--- src/rtl/sub_ctrl_pkg.sv ---
// Shared definitions for the bit-serial subtract controller:
// state encoding and the bit-counter width helper.
package sub_ctrl_pkg;

  // Raw state codes. Code 2'd3 is unused and steers the FSM back to IDLE.
  localparam logic [1:0] ST_IDLE = 2'd0;
  localparam logic [1:0] ST_RUN  = 2'd1;
  localparam logic [1:0] ST_DONE = 2'd2;

  typedef enum logic [1:0] {
    IDLE = ST_IDLE,
    RUN  = ST_RUN,
    DONE = ST_DONE
  } state_e;

  // Bits needed to count 0..w-1. The counter is never narrower than one bit.
  function automatic int cnt_width(input int w);
    int n;
    n = $clog2(w);
    return (n < 1) ? 1 : n;
  endfunction

endpackage

--- src/rtl/serial_sub_ctrl_if.sv ---
// Request/result bundle between the operand registers and the subtract
// controller.
//
// Handshake: the master raises start together with a/b. The request is
// taken on any rising edge where start=1 and busy=0, and a/b are captured
// on that edge. start seen while busy=1 is dropped, not queued. done is a
// one-cycle strobe, and diff/borrow/ovf are valid from that cycle until
// the next completion.
interface serial_sub_ctrl_if #(parameter int WIDTH = 8);
  import sub_ctrl_pkg::*;

  logic             start;
  logic [WIDTH-1:0] a;
  logic [WIDTH-1:0] b;
  logic             busy;
  logic             done;
  logic [WIDTH-1:0] diff;
  logic             borrow;
  logic             ovf;
  state_e           dbg_state;

  modport master (
    output start, a, b,
    input  busy, done, diff, borrow, ovf, dbg_state
  );

  modport slave (
    input  start, a, b,
    output busy, done, diff, borrow, ovf, dbg_state
  );

endinterface

--- src/rtl/sub_bit_cell.sv ---
// One-bit full subtractor: d = x - y - bin, with the borrow going out.
module sub_bit_cell (
  input  logic x,
  input  logic y,
  input  logic bin,
  output logic d,
  output logic bout
);

  logic w_xy;

  // Propagate term shared by the difference and the borrow.
  always_comb begin
    w_xy = x ^ y;
    d    = w_xy ^ bin;
    bout = (~w_xy & bin) | (~x & y);
  end

endmodule

--- src/rtl/serial_sub_ctrl.sv ---
// Bit-serial subtract controller. A single sub_bit_cell is time-shared
// over the operands, LSB first, with the borrow carried in a flop. Results
// appear with a one-cycle done strobe WIDTH+1 cycles after an accepted start.
module serial_sub_ctrl
  import sub_ctrl_pkg::*;
#(
  parameter int WIDTH = 8
) (
  input  logic              clk,
  input  logic              rst,
  serial_sub_ctrl_if.slave  bus
);

  localparam int CW = cnt_width(WIDTH);
  localparam logic [CW-1:0] LAST_BIT = CW'(WIDTH - 1);

  state_e           r_state;
  logic [WIDTH-1:0] r_sa;
  logic [WIDTH-1:0] r_sb;
  logic [WIDTH-1:0] r_wr;
  logic [CW-1:0]    r_cnt;
  logic             r_br;
  logic             r_a_msb;
  logic             r_b_msb;
  logic             r_busy;
  logic             r_done;
  logic [WIDTH-1:0] r_diff;
  logic             r_borrow;
  logic             r_ovf;

  logic             w_d;
  logic             w_bo;
  logic             w_last;

  // The cell always looks at the current low bits and the carried borrow.
  sub_bit_cell u_cell (
    .x    (r_sa[0]),
    .y    (r_sb[0]),
    .bin  (r_br),
    .d    (w_d),
    .bout (w_bo)
  );

  assign w_last = (r_cnt == LAST_BIT);

  // Sequencing FSM plus datapath registers; all outputs come from flops.
  always_ff @(posedge clk) begin
    if (rst) begin
      r_state  <= IDLE;
      r_sa     <= '0;
      r_sb     <= '0;
      r_wr     <= '0;
      r_cnt    <= '0;
      r_br     <= 1'b0;
      r_a_msb  <= 1'b0;
      r_b_msb  <= 1'b0;
      r_busy   <= 1'b0;
      r_done   <= 1'b0;
      r_diff   <= '0;
      r_borrow <= 1'b0;
      r_ovf    <= 1'b0;
    end else begin
      case (r_state)
        // DONE accepts a new start just like IDLE, giving back-to-back runs.
        IDLE, DONE: begin
          r_done <= 1'b0;
          if (bus.start) begin
            r_sa    <= bus.a;
            r_sb    <= bus.b;
            r_wr    <= '0;
            r_cnt   <= '0;
            r_br    <= 1'b0;
            r_a_msb <= bus.a[WIDTH-1];
            r_b_msb <= bus.b[WIDTH-1];
            r_busy  <= 1'b1;
            r_state <= RUN;
          end else begin
            r_busy  <= 1'b0;
            r_state <= IDLE;
          end
        end

        RUN: begin
          r_wr  <= {w_d, r_wr[WIDTH-1:1]};
          r_sa  <= r_sa >> 1;
          r_sb  <= r_sb >> 1;
          r_br  <= w_bo;
          r_cnt <= r_cnt + 1'b1;
          if (w_last) begin
            // w_d is the result MSB here, which is all the overflow rule needs.
            r_diff   <= {w_d, r_wr[WIDTH-1:1]};
            r_borrow <= w_bo;
            r_ovf    <= (r_a_msb ^ r_b_msb) & (w_d ^ r_a_msb);
            r_busy   <= 1'b0;
            r_done   <= 1'b1;
            r_state  <= DONE;
          end
        end

        default: begin
          r_busy  <= 1'b0;
          r_done  <= 1'b0;
          r_state <= IDLE;
        end
      endcase
    end
  end

  assign bus.busy      = r_busy;
  assign bus.done      = r_done;
  assign bus.diff      = r_diff;
  assign bus.borrow    = r_borrow;
  assign bus.ovf       = r_ovf;
  assign bus.dbg_state = r_state;

endmodule

--- src/flat_wrapper.sv ---
// flat-port wrapper written by rule: the top's interface ports become plain ports
module serial_sub_ctrl_flat import sub_ctrl_pkg::*;
#(
  parameter int WIDTH = 8
)
  (clk, rst, bus_start, bus_a, bus_b, bus_busy, bus_done, bus_diff, bus_borrow, bus_ovf, bus_dbg_state);
  serial_sub_ctrl_if #(.WIDTH(WIDTH)) bus_i ();
  input  logic clk;
  input  logic rst;
  input wire logic [$bits(bus_i.start)-1:0] bus_start;
  input wire logic [$bits(bus_i.a)-1:0] bus_a;
  input wire logic [$bits(bus_i.b)-1:0] bus_b;
  output wire logic [$bits(bus_i.busy)-1:0] bus_busy;
  output wire logic [$bits(bus_i.done)-1:0] bus_done;
  output wire logic [$bits(bus_i.diff)-1:0] bus_diff;
  output wire logic [$bits(bus_i.borrow)-1:0] bus_borrow;
  output wire logic [$bits(bus_i.ovf)-1:0] bus_ovf;
  output wire logic [$bits(bus_i.dbg_state)-1:0] bus_dbg_state;
  assign bus_i.start = bus_start;
  assign bus_i.a = bus_a;
  assign bus_i.b = bus_b;
  assign bus_busy = bus_i.busy;
  assign bus_done = bus_i.done;
  assign bus_diff = bus_i.diff;
  assign bus_borrow = bus_i.borrow;
  assign bus_ovf = bus_i.ovf;
  assign bus_dbg_state = bus_i.dbg_state;
  serial_sub_ctrl #(.WIDTH(WIDTH)) u_core (.clk(clk), .rst(rst), .bus(bus_i));
endmodule
--- config.mk ---
export PLATFORM = sky130hd
export DESIGN_NAME = serial_sub_ctrl_flat
export DESIGN_NICKNAME = d
export VERILOG_FILES = /design/src/rtl/sub_ctrl_pkg.sv /design/src/rtl/serial_sub_ctrl_if.sv /design/src/rtl/sub_bit_cell.sv /design/src/rtl/serial_sub_ctrl.sv /design/src/flat_wrapper.sv
export SDC_FILE = /design/constraint.sdc
export NUM_CORES = 1
export LEC_CHECK = 0
export CORE_MARGIN = 3
export CORE_UTILIZATION = 50
export CTS_CLUSTER_DIAMETER = 40
export DETAILED_ROUTE_END_ITERATION = 6
export GPL_TIMING_DRIVEN = 1
export PLACE_DENSITY = 0.78
export SYNTH_ARGS = -nofsm -noshare
export SYNTH_HDL_FRONTEND = slang
export SYNTH_HIERARCHICAL = 1
export SYNTH_SLANG_ARGS = --single-unit
--- constraint.sdc ---
create_clock -name clk -period 1.95 [get_ports clk]
set_input_delay 0.39 -clock clk [delete_from_list [all_inputs] [get_ports clk]]
set_output_delay 0.39 -clock clk [all_outputs]
set_load 0.03 [all_outputs]
Word-level counts from Yosys, hierarchy flattened
Index checks and enable logic that the tools add are counted.
- flip-flop bits (word level): 44
- input port bits: 19
- logic and storage cells: 53
- mux-type cells: 16
- equal/unequal tests: 5
- reduce and logical (&&, ||, !) cells: 7
- bitwise gates (word level): 11
- add/sub/neg operators: 1
- operators with widths (cell ; count):
    $pmux W8 S2 ; 3
    $mux W8 ; 3
    $pmux W3 S2 ; 1
    $reduce_and A2 Y1 ; 3
    $mux W1 ; 4
    $pmux W1 S2 ; 2
    $pmux W2 S2 ; 1
    $reduce_or A2 Y1 ; 2
    $xor A1 B1 Y1 ; 4
    $add A3 B1 Y3 const B ; 1
    $and A1 B1 Y1 ; 3
    $eq A3 B3 Y1 const B ; 1
    $mux W3 ; 1
    $not A1 Y1 ; 3
    $eq A2 B1 Y1 const B ; 1
    $eq A2 B2 Y1 const B ; 1
    $logic_not A2 Y1 ; 1
    $mux W2 ; 1
    $ne A2 B1 Y1 const B ; 1
    $ne A2 B2 Y1 const B ; 1
    $reduce_bool A2 Y1 ; 1
    $or A1 B1 Y1 ; 1

Longest topological paths before layout
- word-level depth: 5
- gate-level depth with buffers: 5

Cells and area by module
The synthesis kept the hierarchy.
- by module, submodules not included (module ; times used ; seq. area each (µm²) ; area each (µm²) ; cells each):
    serial_sub_ctrl ; 1 ; 860.8 ; 1595.3 ; 170
    sub_bit_cell ; 1 ; 0.0 ; 31.3 ; 4

Worst setup path before layout
No wires, ideal clock.
- path kind: reg2reg
- start: register u_core.r_state[1] (netlist: u_core/bus.dbg_state[1])
- end: register u_core.r_br
- stages on the path, launching flop included: 6
- setup slack: 0.611 ns
- buffers on the path: 2
- data required time: 1.833 ns
- arrival time: 1.222 ns
- clock period less this slack: 1.339 ns
- path through: dfxtp_1 -> nand2b_1 -> buf_4 -> nor2_2 -> buf_2 -> a22o_1
- word-level cells in the longest chain between the ends: 4
- elaborated cells on any way between the ends: 8
- those cells by class: eq/ne (3); mux (1); reduce/logical (4)
- RTL lines (item ; line ; source):
    start, declared ; serial_sub_ctrl.sv:17 ; state_e r_state;
    start signal, assigned ; serial_sub_ctrl.sv:49 ; r_state <= IDLE;
    start signal, assigned ; serial_sub_ctrl.sv:76 ; r_state <= RUN;
    start signal, assigned ; serial_sub_ctrl.sv:79 ; r_state <= IDLE;
    $eq A2 B2 Y1 or $logic_not A2 Y1 (tied branches) ; serial_sub_ctrl.sv:63 ; case (r_state)
    $reduce_or A2 Y1 ; serial_sub_ctrl.sv:63 ;
    $ne A2 B2 Y1 (no source line) or $reduce_bool A2 Y1 (tied branches) ; - ;
    $reduce_and A2 Y1 (no source line) ; - ;
    end signal, assigned ; serial_sub_ctrl.sv:87 ; r_br <= w_bo;
    end, declared ; serial_sub_ctrl.sv:22 ; logic r_br;
Several ways; a longest one is shown, not always the timed one.
A chain may end at the register's enable or synchronous reset.

Worst setup path after layout
- start: register u_core.r_state[0] (netlist: u_core/bus.dbg_state[0])
- end: output bus_dbg_state[0]
- RTL lines (item ; line ; source):
    end, declared ; flat_wrapper.sv:18 ; output wire logic [$bits(bus_i.dbg_state)-1:0] bus_dbg_state;
No word-level cell between the ends.

==> flow_metrics.env <==
export IMPL_synth_most_common_cell="dfxtp_1"
export IMPL_dieHeight_um=63.0
export IMPL_hold_viol=0
export IMPL_core_area_um2=3080
export IMPL_yosysTopAreaCell="dfxtp_1"
export IMPL_finalSetupTns_ns=0
export IMPL_tightest_slew_ns=0.648
export IMPL_grt_max_degree=31
export IMPL_synthTopCellsByCount="dfxtp_1, nor3_1, a21oi_1, nand2_1, o22ai_1"
export IMPL_grt_antenna_before_repair=0
export IMPL_postCtsSetupRepairBufs=0
export IMPL_n_antenna_cell=0
export IMPL_overflow=0
export IMPL_grt_pass1_wl_um=5870
export IMPL_first_global_vias=1316
export IMPL_clk_pin_slew_ns=0.12
export IMPL_cts_root_buf="clkbuf_4"
export IMPL_area_growth_pct=24.3
export IMPL_drt_iter0_drc=51
export IMPL_synth_edf_count=0
export IMPL_synthFlopType="dfxtp_1"
export IMPL_cts_sink_count=43
export IMPL_syn_area_um2=1630
export IMPL_antenna_left=0
export IMPL_slowest_stage="clkdlybuf4s50_1"
export IMPL_yosys_mux_area_fraction_pct=0.615
export IMPL_worst_setup_path_end_kind="output port"
export IMPL_ys_types=27
export IMPL_cp_max_fo=6
export IMPL_postSynthAreaPerCell_um2=9.35
export IMPL_critPathRequiredTime_ns=1.56
export IMPL_cpPeakStageDelay_ns=0.70
export IMPL_synth_compound_area_share_pct=17.2
export IMPL_ys_seq_area_share_pct=52.9
export IMPL_vias=1364
export IMPL_io_buffer_count=32
export IMPL_nets=227
export IMPL_cts_tree="yes"
export IMPL_synth_nets=196
export IMPL_hold_ws_ns=0.461
export IMPL_finalMaxSlewViolations=0
export IMPL_place_hpwl_um=2350
export IMPL_drive_above_1_share_pct=7.28
export IMPL_clock_path_buffers=2
export IMPL_syn_inst=174
export IMPL_yosys_area_share_xor_xnor_pct=0
export IMPL_setup_violations_final=0
export IMPL_post_drt_via_cell_ratio=5.46
export IMPL_postCtsResizedCells=0
export IMPL_final_core_util_pct=65.7
export IMPL_start_util_pct=52.8
export IMPL_fin_cells=250
export IMPL_fin_crit_ns=1.87
export IMPL_clock_latency_ns=0.35
export IMPL_cp_num_buf_inv=1
export IMPL_die_area_um2=3970
export IMPL_numCtsBuffers=5
export IMPL_max_slew_margin_rel_pct=56.8
export IMPL_start_kind="register"
export IMPL_yosys_warnings=6
export IMPL_startpoint="u_core/bus.dbg_state[0]"
export IMPL_ir_drop_uv=442
export IMPL_hp_start="u_core/bus.diff[1]"
export IMPL_path_delay_family="buffers and inverters"
export IMPL_outcome="finished clean"
export IMPL_dpl_cell_count=242
export IMPL_gp_congestion=0.722
export IMPL_leakagePower_nw=0.738
export IMPL_min_path_type="reg2reg"
export IMPL_fin_worst_skew_ns=0.00952
export IMPL_boundaryPins=33
export IMPL_synth_seq_cells=43
export IMPL_crit_chain="clkdlybuf4s50_1"
export IMPL_holdBufCountCts=0
export IMPL_synthAdderAreaFrac_pct=2.77
export IMPL_async_flop_share_pct=0
export IMPL_timing_fmax_ghz=0.536
export IMPL_worstSetupPathType="reg2out"
export IMPL_synth_simple_area_share_pct=20.7
export IMPL_post_route_period_util_pct=95.7
export IMPL_synth_top_family_by_area="simple AND/OR/NAND/NOR gates"
export IMPL_row_count=20
export IMPL_maxCapViolations=0
export IMPL_pwr_density_cell_nw_per_um2=783
export IMPL_grtUsageTotal_pct=18.5
export IMPL_drtPass1Iterations=4
export IMPL_totalWireLength_um=3380
export IMPL_die_x_um=63.0
export IMPL_report_power_total_w=0.00158
export IMPL_regToRegStartpoint="u_core/bus.dbg_state[0]"
export IMPL_num_fill_cells=276
export IMPL_avgRoutedWirePerCell_um=13.5
export IMPL_synth_top_area_share_pct=52.9
export IMPL_arrival_ns=1.48
export IMPL_route_detailed_drc=0
export IMPL_synth_area_leaders="dfxtp_1, nor3_1, a22o_1"
export IMPL_h_tree_depth=2
export IMPL_grt_setup_unrepaired="no"
## final cells by class
type / instances / area, um2 / area share, %
Clock inverter: 1 / 5.00 / 0.248
Clock buffer: 7 / 45.0 / 2.23
Timing Repair Buffer: 39 / 373 / 18.4
Multi-Input combinational cell: 113 / 672 / 33.2
Tap cell: 44 / 55.1 / 2.72
Sequential cell: 43 / 861 / 42.6
Inverter: 3 / 11.3 / 0.557
## layout by cell type (no fill, tap or decap)
master / synthesis / routed
nand3b_1: 3 / 3
and2b_1: 1 / 1
o21a_1: 2 / 2
clkbuf_1: 3 / 2
nor2b_1: 1 / 1
nor3_4: 1 / 1
o22ai_1: 13 / 13
a211oi_1: 1 / 1
dfxtp_1: 43 / 43
inv_1: 3 / 3
and2_1: 1 / 1
clkbuf_4: 0 / 5
nand2b_1: 3 / 3
nor2_2: 1 / 1
a22o_1: 10 / 10
a21oi_1: 16 / 16
a311oi_1: 1 / 1
ha_1: 2 / 2
nor2_1: 4 / 4
clkdlybuf4s50_1: 0 / 32
fa_1: 1 / 1
buf_4: 3 / 7
clkinv_2: 0 / 1
nand2_1: 14 / 14
nor3_1: 26 / 26
nand3_1: 11 / 11
mux2i_1: 1 / 1
## metal layers
metal	up-vias	track usage, %	part of all wire (%)
li1	690	-	-
met1	638	23.2	47
met2	32	28.9	48
met3	4	7.73	4.7
met4	0	5.23	0.86
met5	-	0	0
## flip-flops by register name, indices dropped and copies added (netlist names)
signal,count
u_core/bus.diff,8
u_core/r_br,1
u_core/r_sa,8
u_core/bus.done,1
u_core/bus.ovf,1
u_core/r_sb,8
u_core/r_b_msb,1
u_core/r_a_msb,1
u_core/bus.dbg_state,2
u_core/r_cnt,3
u_core/bus.busy,1
u_core/r_wr,7
u_core/bus.borrow,1
## path summary, 6_finish.rpt
path | endpoint | slack, ns | cells past startpoint
min reg2reg | u_core/bus.diff[1] | 0.46 | 2
max | bus_dbg_state[0] | 0.08 | 1
max reg2reg | u_core/r_sb[0] | 0.39 | 4
min | u_core/bus.diff[1] | 0.46 | 2
## power breakdown
| group | switching (W) | internal, W |
|---|---|---|
| Clock | 0.000268 | 0.000141 |
| Sequential | 0.0000266 | 0.000922 |
| Combinational | 0.000119 | 0.000107 |
## through the flow
step / worst slack, ns / cell area, um2
global placement: 0.293 / 1970
detailed placement: 0.228 / 1970
CTS: 0.0656 / 2020
global route: 0.0141 / 2020
floorplan: 0.611 / 1630
finish: 0.0840 / 2020
## kinds of logic (layout without fill, tap and decap cells)
group           Yosys count  after routing
simple gates             66             66
compound gates           43             43
flops                    43             43
buf+inv                  18             50
fa+ha+maj                 3              3
mux                       1              1
Power figures use the tool's default switching activity.
